**src/rtl/video_timing_pkg.sv**
```systemverilog
// ============================================================================
// video_timing_pkg : default VGA timing, derived raster sizes, coordinate type
// Rev 1.0 : initial release
// ============================================================================
`default_nettype none

package video_timing_pkg;

  localparam int DEF_H_VISIBLE    = 640;
  localparam int DEF_H_FRONT      = 16;
  localparam int DEF_H_SYNC       = 96;
  localparam int DEF_H_BACK       = 48;
  localparam int DEF_V_VISIBLE    = 480;
  localparam int DEF_V_FRONT      = 10;
  localparam int DEF_V_SYNC       = 2;
  localparam int DEF_V_BACK       = 33;
  localparam int DEF_PIXEL_REPEAT = 2;
  localparam int DEF_LINE_REPEAT  = 2;

  localparam int COORD_W   = 9;
  localparam int COORD_MAX = (1 << COORD_W) - 1;

  typedef logic [COORD_W-1:0] coord_t;

  function automatic int h_total(input int visible, input int front,
                                 input int sync, input int back);
    return visible + front + sync + back;
  endfunction

  function automatic int v_total(input int visible, input int front,
                                 input int sync, input int back);
    return visible + front + sync + back;
  endfunction

  // Last logical coordinate: ceil(total / rep) - 1. A zero repeat is
  // rejected at elaboration; returning total-1 just avoids a divide by zero.
  function automatic int max_coord(input int total, input int rep);
    if (rep < 1) begin
      return total - 1;
    end
    return (total + rep - 1) / rep - 1;
  endfunction

  function automatic int max_x(input int total, input int pixel_repeat);
    return max_coord(total, pixel_repeat);
  endfunction

  function automatic int max_y(input int total, input int line_repeat);
    return max_coord(total, line_repeat);
  endfunction

  function automatic int cnt_width(input int n);
    return (n <= 2) ? 1 : $clog2(n);
  endfunction

endpackage

`default_nettype wire

```
**src/rtl/video_timing_wrap_counter.sv**
```systemverilog
// ============================================================================
// wrap_counter : modulo-N up counter with increment enable, clear and wrap flag
// Rev 1.0 : initial release
// ============================================================================
`default_nettype none

module wrap_counter #(
  parameter int N     = 2,
  parameter int WIDTH = 1
) (
  input  logic             clk,
  input  logic             rst,
  input  logic             en,
  input  logic             clr,
  output logic [WIDTH-1:0] count,
  output logic             wrap
);

  localparam logic [WIDTH-1:0] LAST = WIDTH'(N - 1);

  assign wrap = en && (count == LAST);

  // Clear outranks increment so a group cut short by the line end restarts.
  always_ff @(posedge clk) begin
    if (rst || clr) begin
      count <= '0;
    end else if (en) begin
      count <= wrap ? '0 : count + WIDTH'(1);
    end
  end

endmodule

`default_nettype wire

```
**src/rtl/video_timing.sv**
```systemverilog
// ============================================================================
// video_timing : VGA raster timing generator with logical pixel coordinates.
// Optional vblank interrupt latch enabled by macro VIDEO_TIMING_VBLANK_IRQ_EN.
// Rev 1.0 : initial release
// ============================================================================
`default_nettype none

module video_timing
  import video_timing_pkg::*;
#(
  parameter int H_VISIBLE    = DEF_H_VISIBLE,
  parameter int H_FRONT      = DEF_H_FRONT,
  parameter int H_SYNC       = DEF_H_SYNC,
  parameter int H_BACK       = DEF_H_BACK,
  parameter int V_VISIBLE    = DEF_V_VISIBLE,
  parameter int V_FRONT      = DEF_V_FRONT,
  parameter int V_SYNC       = DEF_V_SYNC,
  parameter int V_BACK       = DEF_V_BACK,
  parameter int PIXEL_REPEAT = DEF_PIXEL_REPEAT,
  parameter int LINE_REPEAT  = DEF_LINE_REPEAT
) (
  input  logic       gpu_clk,
  input  logic       rst,
  output logic [8:0] current_x,
  output logic [8:0] current_y,
  output logic       hsync,
  output logic       vsync,
  output logic       visible,
  output logic       line_start,
  output logic       frame_start,
  output logic [7:0] frame_count
`ifdef VIDEO_TIMING_VBLANK_IRQ_EN
  ,
  input  logic       irq_ack,
  output logic       vblank_irq
`endif
);

  localparam int H_TOTAL = h_total(H_VISIBLE, H_FRONT, H_SYNC, H_BACK);
  localparam int V_TOTAL = v_total(V_VISIBLE, V_FRONT, V_SYNC, V_BACK);
  localparam int MAX_X   = max_x(H_TOTAL, PIXEL_REPEAT);
  localparam int MAX_Y   = max_y(V_TOTAL, LINE_REPEAT);

  localparam int H_W  = cnt_width(H_TOTAL);
  localparam int V_W  = cnt_width(V_TOTAL);
  localparam int XR_W = cnt_width(PIXEL_REPEAT);
  localparam int YR_W = cnt_width(LINE_REPEAT);

  // One spare bit so an interval ending exactly at the total still compares.
  localparam logic [H_W:0] H_VIS_END = (H_W+1)'(H_VISIBLE);
  localparam logic [H_W:0] HS_BEG    = (H_W+1)'(H_VISIBLE + H_FRONT);
  localparam logic [H_W:0] HS_END    = (H_W+1)'(H_VISIBLE + H_FRONT + H_SYNC);
  localparam logic [V_W:0] V_VIS_END = (V_W+1)'(V_VISIBLE);
  localparam logic [V_W:0] VS_BEG    = (V_W+1)'(V_VISIBLE + V_FRONT);
  localparam logic [V_W:0] VS_END    = (V_W+1)'(V_VISIBLE + V_FRONT + V_SYNC);

  generate
    if (PIXEL_REPEAT < 1) begin : g_err_pixel_repeat
      $error("video_timing: PIXEL_REPEAT must be at least 1");
    end
    if (LINE_REPEAT < 1) begin : g_err_line_repeat
      $error("video_timing: LINE_REPEAT must be at least 1");
    end
    if (MAX_X > COORD_MAX) begin : g_err_max_x
      $error("video_timing: MAX_X exceeds the 9-bit coordinate range");
    end
    if (MAX_Y > COORD_MAX) begin : g_err_max_y
      $error("video_timing: MAX_Y exceeds the 9-bit coordinate range");
    end
  endgenerate

  logic [H_W-1:0]  w_h;
  logic [V_W-1:0]  w_v;
  logic [XR_W-1:0] w_x_rep;
  logic [YR_W-1:0] w_y_rep;
  coord_t          w_x;
  coord_t          w_y;
  logic            w_h_wrap;
  logic            w_frame_wrap;
  logic            w_x_rep_wrap;
  logic            w_y_rep_wrap;
  logic            w_x_wrap;
  logic            w_y_wrap;
  logic            w_unused;
  logic            w_h_zero;
  logic            w_frame_pos;
  logic            w_hs_active;
  logic            w_vs_active;
  logic            w_vis;
  logic            r_first_frame;

  wrap_counter #(.N(H_TOTAL), .WIDTH(H_W)) u_h_count (
    .clk   (gpu_clk),
    .rst   (rst),
    .en    (1'b1),
    .clr   (1'b0),
    .count (w_h),
    .wrap  (w_h_wrap)
  );

  wrap_counter #(.N(V_TOTAL), .WIDTH(V_W)) u_v_count (
    .clk   (gpu_clk),
    .rst   (rst),
    .en    (w_h_wrap),
    .clr   (1'b0),
    .count (w_v),
    .wrap  (w_frame_wrap)
  );

  wrap_counter #(.N(PIXEL_REPEAT), .WIDTH(XR_W)) u_x_rep (
    .clk   (gpu_clk),
    .rst   (rst),
    .en    (1'b1),
    .clr   (w_h_wrap),
    .count (w_x_rep),
    .wrap  (w_x_rep_wrap)
  );

  wrap_counter #(.N(MAX_X + 1), .WIDTH(COORD_W)) u_x_count (
    .clk   (gpu_clk),
    .rst   (rst),
    .en    (w_x_rep_wrap),
    .clr   (w_h_wrap),
    .count (w_x),
    .wrap  (w_x_wrap)
  );

  wrap_counter #(.N(LINE_REPEAT), .WIDTH(YR_W)) u_y_rep (
    .clk   (gpu_clk),
    .rst   (rst),
    .en    (w_h_wrap),
    .clr   (w_frame_wrap),
    .count (w_y_rep),
    .wrap  (w_y_rep_wrap)
  );

  wrap_counter #(.N(MAX_Y + 1), .WIDTH(COORD_W)) u_y_count (
    .clk   (gpu_clk),
    .rst   (rst),
    .en    (w_y_rep_wrap),
    .clr   (w_frame_wrap),
    .count (w_y),
    .wrap  (w_y_wrap)
  );

  // Coordinate counters are always cleared before they could wrap.
  assign w_unused = &{1'b0, w_x_wrap, w_y_wrap, w_x_rep, w_y_rep};

  assign w_h_zero    = (w_h == '0);
  assign w_frame_pos = w_h_zero && (w_v == '0);
  assign w_hs_active = ({1'b0, w_h} >= HS_BEG) && ({1'b0, w_h} < HS_END);
  assign w_vs_active = ({1'b0, w_v} >= VS_BEG) && ({1'b0, w_v} < VS_END);
  assign w_vis       = ({1'b0, w_h} < H_VIS_END) && ({1'b0, w_v} < V_VIS_END);

  // All outputs decode the same counter snapshot one cycle late, so they
  // stay coherent with each other.
  always_ff @(posedge gpu_clk) begin
    if (rst) begin
      current_x     <= '0;
      current_y     <= '0;
      hsync         <= 1'b1;
      vsync         <= 1'b1;
      visible       <= 1'b0;
      line_start    <= 1'b0;
      frame_start   <= 1'b0;
      frame_count   <= 8'd0;
      r_first_frame <= 1'b1;
    end else begin
      current_x   <= w_x;
      current_y   <= w_y;
      hsync       <= !w_hs_active;
      vsync       <= !w_vs_active;
      visible     <= w_vis;
      line_start  <= w_h_zero;
      frame_start <= w_frame_pos;
      if (w_frame_pos) begin
        if (r_first_frame) begin
          r_first_frame <= 1'b0;
        end else begin
          frame_count <= frame_count + 8'd1;
        end
      end
    end
  end

`ifdef VIDEO_TIMING_VBLANK_IRQ_EN
  localparam logic [V_W-1:0] V_IRQ_LINE = V_W'(V_VISIBLE);

  // A new vblank outranks a simultaneous acknowledge.
  always_ff @(posedge gpu_clk) begin
    if (rst) begin
      vblank_irq <= 1'b0;
    end else if (w_h_zero && (w_v == V_IRQ_LINE)) begin
      vblank_irq <= 1'b1;
    end else if (irq_ack) begin
      vblank_irq <= 1'b0;
    end
  end
`endif

endmodule

`default_nettype wire

```
**config.mk**
```make
export PLATFORM = sky130hd
export DESIGN_NAME = video_timing
export DESIGN_NICKNAME = d
export VERILOG_FILES = /design/src/rtl/video_timing_pkg.sv /design/src/rtl/video_timing_wrap_counter.sv /design/src/rtl/video_timing.sv
export SDC_FILE = /design/constraint.sdc
export NUM_CORES = 1
export LEC_CHECK = 0
export ABC_AREA = 1
export CAP_MARGIN = 10
export CORE_UTILIZATION = 50
export DETAILED_ROUTE_END_ITERATION = 12
export PLACE_DENSITY = 0.81
export SLEW_MARGIN = 20
export SYNTH_ARGS = -nofsm -noshare
export SYNTH_HDL_FRONTEND = slang
export SYNTH_HIERARCHICAL = 1
export SYNTH_SLANG_ARGS = --single-unit
export TNS_END_PERCENT = 5
```
**constraint.sdc**
```tcl
create_clock -name gpu_clk -period 3.4 [get_ports gpu_clk]
set_input_delay 0.51 -clock gpu_clk [delete_from_list [all_inputs] [get_ports gpu_clk]]
set_output_delay 0.51 -clock gpu_clk [all_outputs]
set_load 0.02 [all_outputs]
```
==> results of run 1 <==
[power groups by stage]
stage	Clock [mW]	Sequential, mW	Combinational, mW
finish	0.740	0.862	0.0818
global route	0.793	0.862	0.0910
CTS	0.754	0.861	0.0821
detailed placement	0	0.881	0.0816
global placement	0	0.881	0.0795
floorplan	0	0.887	0.0493
[flip-flops by register name (all words and copies together), names as in the netlist]
signal,cells
current_x,9
current_y,9
frame_count,8
frame_start,1
hsync,1
line_start,1
r_first_frame,1
u_h_count/count,10
u_v_count/count,10
u_x_count/count,9
u_x_rep/count,1
u_y_count/count,9
u_y_rep/count,1
visible,1
vsync,1
[how the worst max path moves through the flow]
| stage | start | endpoint | depth (start not counted) |
|---|---|---|---|
| 4_1_cts | u_h_count/count[0] | u_y_count/count[7] | 10 |
| 3_3_place_gp | rst | u_h_count/count[6] | 6 |
| 6_report | u_h_count/count[0] | u_y_count/count[7] | 10 |
| 2_1_floorplan | u_h_count/count[0] | u_y_count/count[6] | 9 |
| 5_1_grt | u_h_count/count[0] | u_y_count/count[7] | 10 |
| 3_5_place_dp | rst | u_y_count/count[7] | 5 |
[stage by stage]
stage / hold slack (ns) / cell area [µm²] / worst slack, ns / cells / utilization
after floorplan: 0.429 / 3500 / 1.45 / 485 / -
after global placement: 0.449 / 3930 / 1.17 / 596 / 0.581
after detailed placement: 0.453 / 3930 / 1.12 / 596 / 0.581
after CTS: 0.463 / 4140 / 1.21 / 611 / 0.613
after global routing: 0.491 / 4140 / 1.01 / 611 / 0.613
final: 0.460 / 4140 / 1.23 / 611 / 0.613
[critical path, delay by kind of cell (launching register included)]
kind	cells	cell delay (ns)
adders and majority gates	1	0.25
buffers and inverters	2	0.33
DFF	1	0.45
and+or+nand+nor	7	1.05
[routing by layer]
metal | share of wire | global-route usage
met1 | 0.45 | 0.240
met2 | 0.49 | 0.350
met3 | 0.036 | 0.0321
met5 | 0 | 0
met4 | 0.029 | 0.108
[cell type report]
class                      instances  area (µm²)  share of cell area
timing repair buffer              34         335              0.0809
clock inverter                     5        81.3              0.0196
multi-input combinational        335        1770               0.426
clock buffer                      10         138              0.0332
sequential                        72        1440               0.348
tap                               80         100              0.0242
inverter                          75         283              0.0682
==> impl_metrics.csv, run 1 <==
group,metric,value,unit
outcome,run_status,"finished, violations left",
outcome,violations,"DRC",
drt,drtAntennaViolNets,0,
critical_path,timing.rr.end,"u_y_count/count[7]",
critical_path,crit_type,"reg -> reg",
clock_tree,h-tree-depth,3,
die,initial_core_util,0.514,
worst_hold_path,whs_path_depth,2,
grt,grt_max_degree,21,
clock_tree,cts_tree,"yes",
drt,dr.pass1.iters,8,
clock_tree,cts_setup_buffers,0,
synth,syn_inst,477,
sta,worstMarginPinSlew,0.591,ns
synth,syn_area_per_cell,7.28,µm²
critical_path,reg2reg_from,"u_h_count/count[0]",
critical_path,slowest_stage,"dfxtp_1",
clock_tree,cts.sinks,72,
die,std_cell_rows,30,
sta,fin_crit_sh,0.638,
placed_design,place_hpwl,4930,µm
power,finalPower,1.68,mW
sta,setup_viol,0,
grt,grt_use_total,0.202,
final_layout,drive_gt1_frac,0.121,
power,switching_share,0.220,
critical_path,critPathMaxStageDelay,0.45,ns
clock_tree,cts_resized,0,
grt,grt_overflow,0,
final_layout,final_nets,536,
die,core,6760,µm²
final_layout,layout_commonest_cell,"nand2_1",
grt,grt_pass1_wl,11700,µm
drt,vias,3016,
drt,drc,1,
grt,antenna_found_initial,0,
worst_hold_path,min_from,"u_y_count/count[8]",
run,maxCapViolCount,0,
die,dieArea,7280,µm²
final_layout,area_growth,19.4,%
synth,synth_area,3470,µm²
critical_path,rrSetupSlack,1.23,ns
power,ir_drop,208,µV
power,p_per_area,406,nW/µm²
critical_path,worstPathMaxFanout,7,
sta,skew,0.00942,ns
critical_path,arrival,2.41,ns
clock_tree,clk_latency,0.35,ns
power,pwr-share-seq,0.512,
final_layout,mostFrequentLayoutCells,"91 x nand2_1, 90 x nor2_1, 72 x inv_1, 72 x dfxtp_1, 42 x nand3_1",
placed_design,gp_congestion,0.925,
critical_path,end_kind,"flop",
critical_path,startpoint_type,"flop",
die,die_w,85.3,µm
critical_path,r2r_cells,10,
sta,setup_tns,0,ns
synth,ys_warn_count,6,
clock_tree,path_clk_slew,0.08,ns
power,p_sw,0.371,mW
power,power.leakage,1.69,nW
power,pwr-share-comb,0.049,
clock_tree,cts-root-buf,"clkbuf_8",
clock_tree,cts_buffers,9,
drt,drtIter0Drc,147,
sta,fmax,0.461,GHz
power,p_clk_frac,0.440,
power,internal-power,1.31,mW
die,io-pin-count,33,
clock_tree,max-clock-path-buffers,2,
critical_path,required,3.64,ns
drt,viasPerCell,4.94,
sta,hold_viol,0,
worst_hold_path,holdPathEnd,"current_y[8]",
drt,wire_per_inst,11.1,µm
final_layout,diodes,0,
sta,rsz0062_at_grt,"no",
placed_design,port-buffer-count,32,
critical_path,path_cells,"ha_1, nand4_1, nor2_2, buf_4, nand2_1, nor2_2, and3_2, nor2_1, inv_1, nor2_1",
die,dieHeight,85.3,µm
sta,finalMaxSlewViolations,0,
drt,routed_wl,6780,µm
sta,relSlewSlack,0.605,
clock_tree,cts.hold.buffers_added,0,
worst_hold_path,min_path_type,"reg -> reg",
grt,grt_pass1_vias,2787,
final_layout,fillers,558,
sta,layout_min_cycle_time,2.17,ns
Note: power is estimated with default switching activity, not from simulation.
==> inputs of run 2 (changes only) <==
- PLACE_DENSITY: 0.81 -> 0.84
- clock period: 3.4 -> 1.8 ns (I/O delays scaled with it)
==> run 2 against run 1 <==
Net effect: the flow still finishes with violations (DRC); first-iteration DRC count shrank 2.0%; clock power up 73%; worst hold slack better by 0.012 ns; critical path depth decreased by 9; sequential share of layout area fell by 1.2 points; final area up 3.8%; critical path type is now reg -> out.
==> impl_metrics.csv, run 2 (synthesis gave the netlist of run 1 again) <==
group,metric,value,unit
die,dieHeight,85.3,µm
clock_tree,cts_tree,"yes",
outcome,run_status,"finished, violations left",
critical_path,critPathMaxStageDelay,0.65,ns
power,p_sw,0.721,mW
sta,finalMaxSlewViolations,0,
placed_design,dp_cells,611,
final_layout,largestRegisters,"u_h_count/count x10, u_v_count/count x10",
drt,drc,2,
critical_path,critPathTopFamily,"buffers and inverters",
critical_path,required,1.53,ns
power,ir_drop,392,µV
sta,setup_viol,0,
critical_path,end_kind,"output pin",
drt,routed_wl,7390,µm
power,internal-power,2.35,mW
die,std_cell_rows,30,
placed_design,place_hpwl,5300,µm
die,core,6760,µm²
drt,drtIter0Drc,144,
sta,hold_viol,0,
power,p_per_area,714,nW/µm²
clock_tree,max-clock-path-buffers,2,
clock_tree,cts.sinks,72,
drt,wire_per_inst,11.8,µm
die,initial_core_util,0.514,
outcome,violations,"DRC",
clock_tree,h-tree-depth,3,
final_layout,area_growth,23.9,%
clock_tree,cts_buffers,9,
critical_path,worstPathMaxFanout,6,
clock_tree,cts.hold.buffers_added,0,
sta,rsz0062_at_grt,"no",
placed_design,gp_congestion,0.880,
clock_tree,cts-root-buf,"clkbuf_8",
drt,drtAntennaViolNets,0,
die,io-pin-count,33,
drt,dr.pass1.iters,9,
power,p_clk_frac,0.416,
sta,layout_min_cycle_time,1.70,ns
placed_design,port-buffer-count,32,
final_layout,mostFrequentLayoutCells,"89 x nand2_1, 88 x nor2_1, 71 x inv_1",
final_layout,final_nets,554,
critical_path,crit_type,"reg -> out",
grt,antenna_found_initial,0,
sta,fmax,0.589,GHz
grt,grt_overflow,0,
clock_tree,clk_latency,0.35,ns
power,switching_share,0.235,
grt,grt_use_total,0.215,
critical_path,path_cells,"clkdlybuf4s50_1",
sta,fin_crit_sh,0.943,
sta,skew,0.0128,ns
grt,grt_pass1_vias,2882,
critical_path,startpoint_type,"flop",
grt,grt_pass1_wl,12500,µm
drt,vias,3091,
grt,grt_max_degree,15,
run,maxCapViolCount,0,
power,finalPower,3.07,mW
final_layout,layout_commonest_cell,"nand2_1",
critical_path,cp_num_buf_inv,1,
sta,setup_tns,0,ns
worst_hold_path,min_path_type,"reg -> reg",
critical_path,arrival,1.43,ns
die,die_w,85.3,µm
die,dieArea,7280,µm²
power,power.leakage,1.77,nW
final_layout,stdcell_count,629,
clock_tree,path_clk_slew,0.08,ns
power,pwr-share-comb,0.054,
final_layout,drive_gt1_frac,0.164,
final_layout,diodes,0,
critical_path,slowest_stage,"clkdlybuf4s50_1",
power,pwr-share-seq,0.530,
drt,viasPerCell,4.91,
run 2: cell count changes in the layout (fill, tap and decap cells not counted), sizes merged:
| cell | previous run | this run |
|---|---|---|
| clkinv | 4 | 2 |
| clkinvlp | 1 | 2 |
| clkbuf | 10 | 11 |
| bufinv | 2 | 1 |
| inv | 73 | 74 |
| buf | 2 | 20 |
run 2: power groups by stage:
stage | clock network [mW] | registers (mW) | logic, mW
floorplan | 0 | 1.68 | 0.0932
global placement | 0 | 1.66 | 0.159
detailed placement | 0 | 1.66 | 0.164
CTS | 1.30 | 1.63 | 0.165
global route | 1.36 | 1.63 | 0.183
finish | 1.28 | 1.63 | 0.167
run 2: metrics by stage:
step	setup WS, ns	hold WS [ns]	utilization	area, µm²
global route	0.000724	0.498	0.636	4300
finish	0.103	0.472	0.636	4300
global placement	0.104	0.454	0.599	4050
CTS	0.0143	0.470	0.631	4260
floorplan	0.0227	0.398	-	3510
detailed placement	0.0258	0.457	0.599	4050
run 2: layout make-up:
cell class / instances / area [µm²]
clock buffer: 11 / 141
clock inverter: 4 / 53.8
fill: 540 / 2460
inverter: 75 / 283
multi-input combinational: 335 / 1810
sequential: 72 / 1440
tap: 80 / 100
timing repair buffer: 52 / 470
run 2: worst paths after layout:
kind | from | end | slack (ns) | cells after the start
worst max-delay path | frame_count[0] | frame_count[0] | 0.10 | 1
worst min-delay path | u_x_count/count[1] | current_x[1] | 0.47 | 2
worst max register to register | u_h_count/count[0] | u_v_count/count[4] | 0.14 | 9
worst min register to register | u_x_count/count[1] | current_x[1] | 0.47 | 2
run 2: what timing repair did:
item                                   4_1_cts  5_1_grt
cloned                                       0        0
setup buffers                                3        0
setup endpoints to repair                    4       15
pin swaps                                    2        1
resized for setup                            0       10
endpoints found under the hold margin        0        0
run 2: per-layer routing:
| layer | vias to the layer above | global-route usage | part of all wire |
|---|---|---|---|
| li1 | 1596 | - | - |
| met1 | 1412 | 0.248 | 0.43 |
| met2 | 66 | 0.386 | 0.52 |
| met3 | 17 | 0.0350 | 0.021 |
| met4 | 0 | 0.109 | 0.026 |
| met5 | - | 0 | 0 |
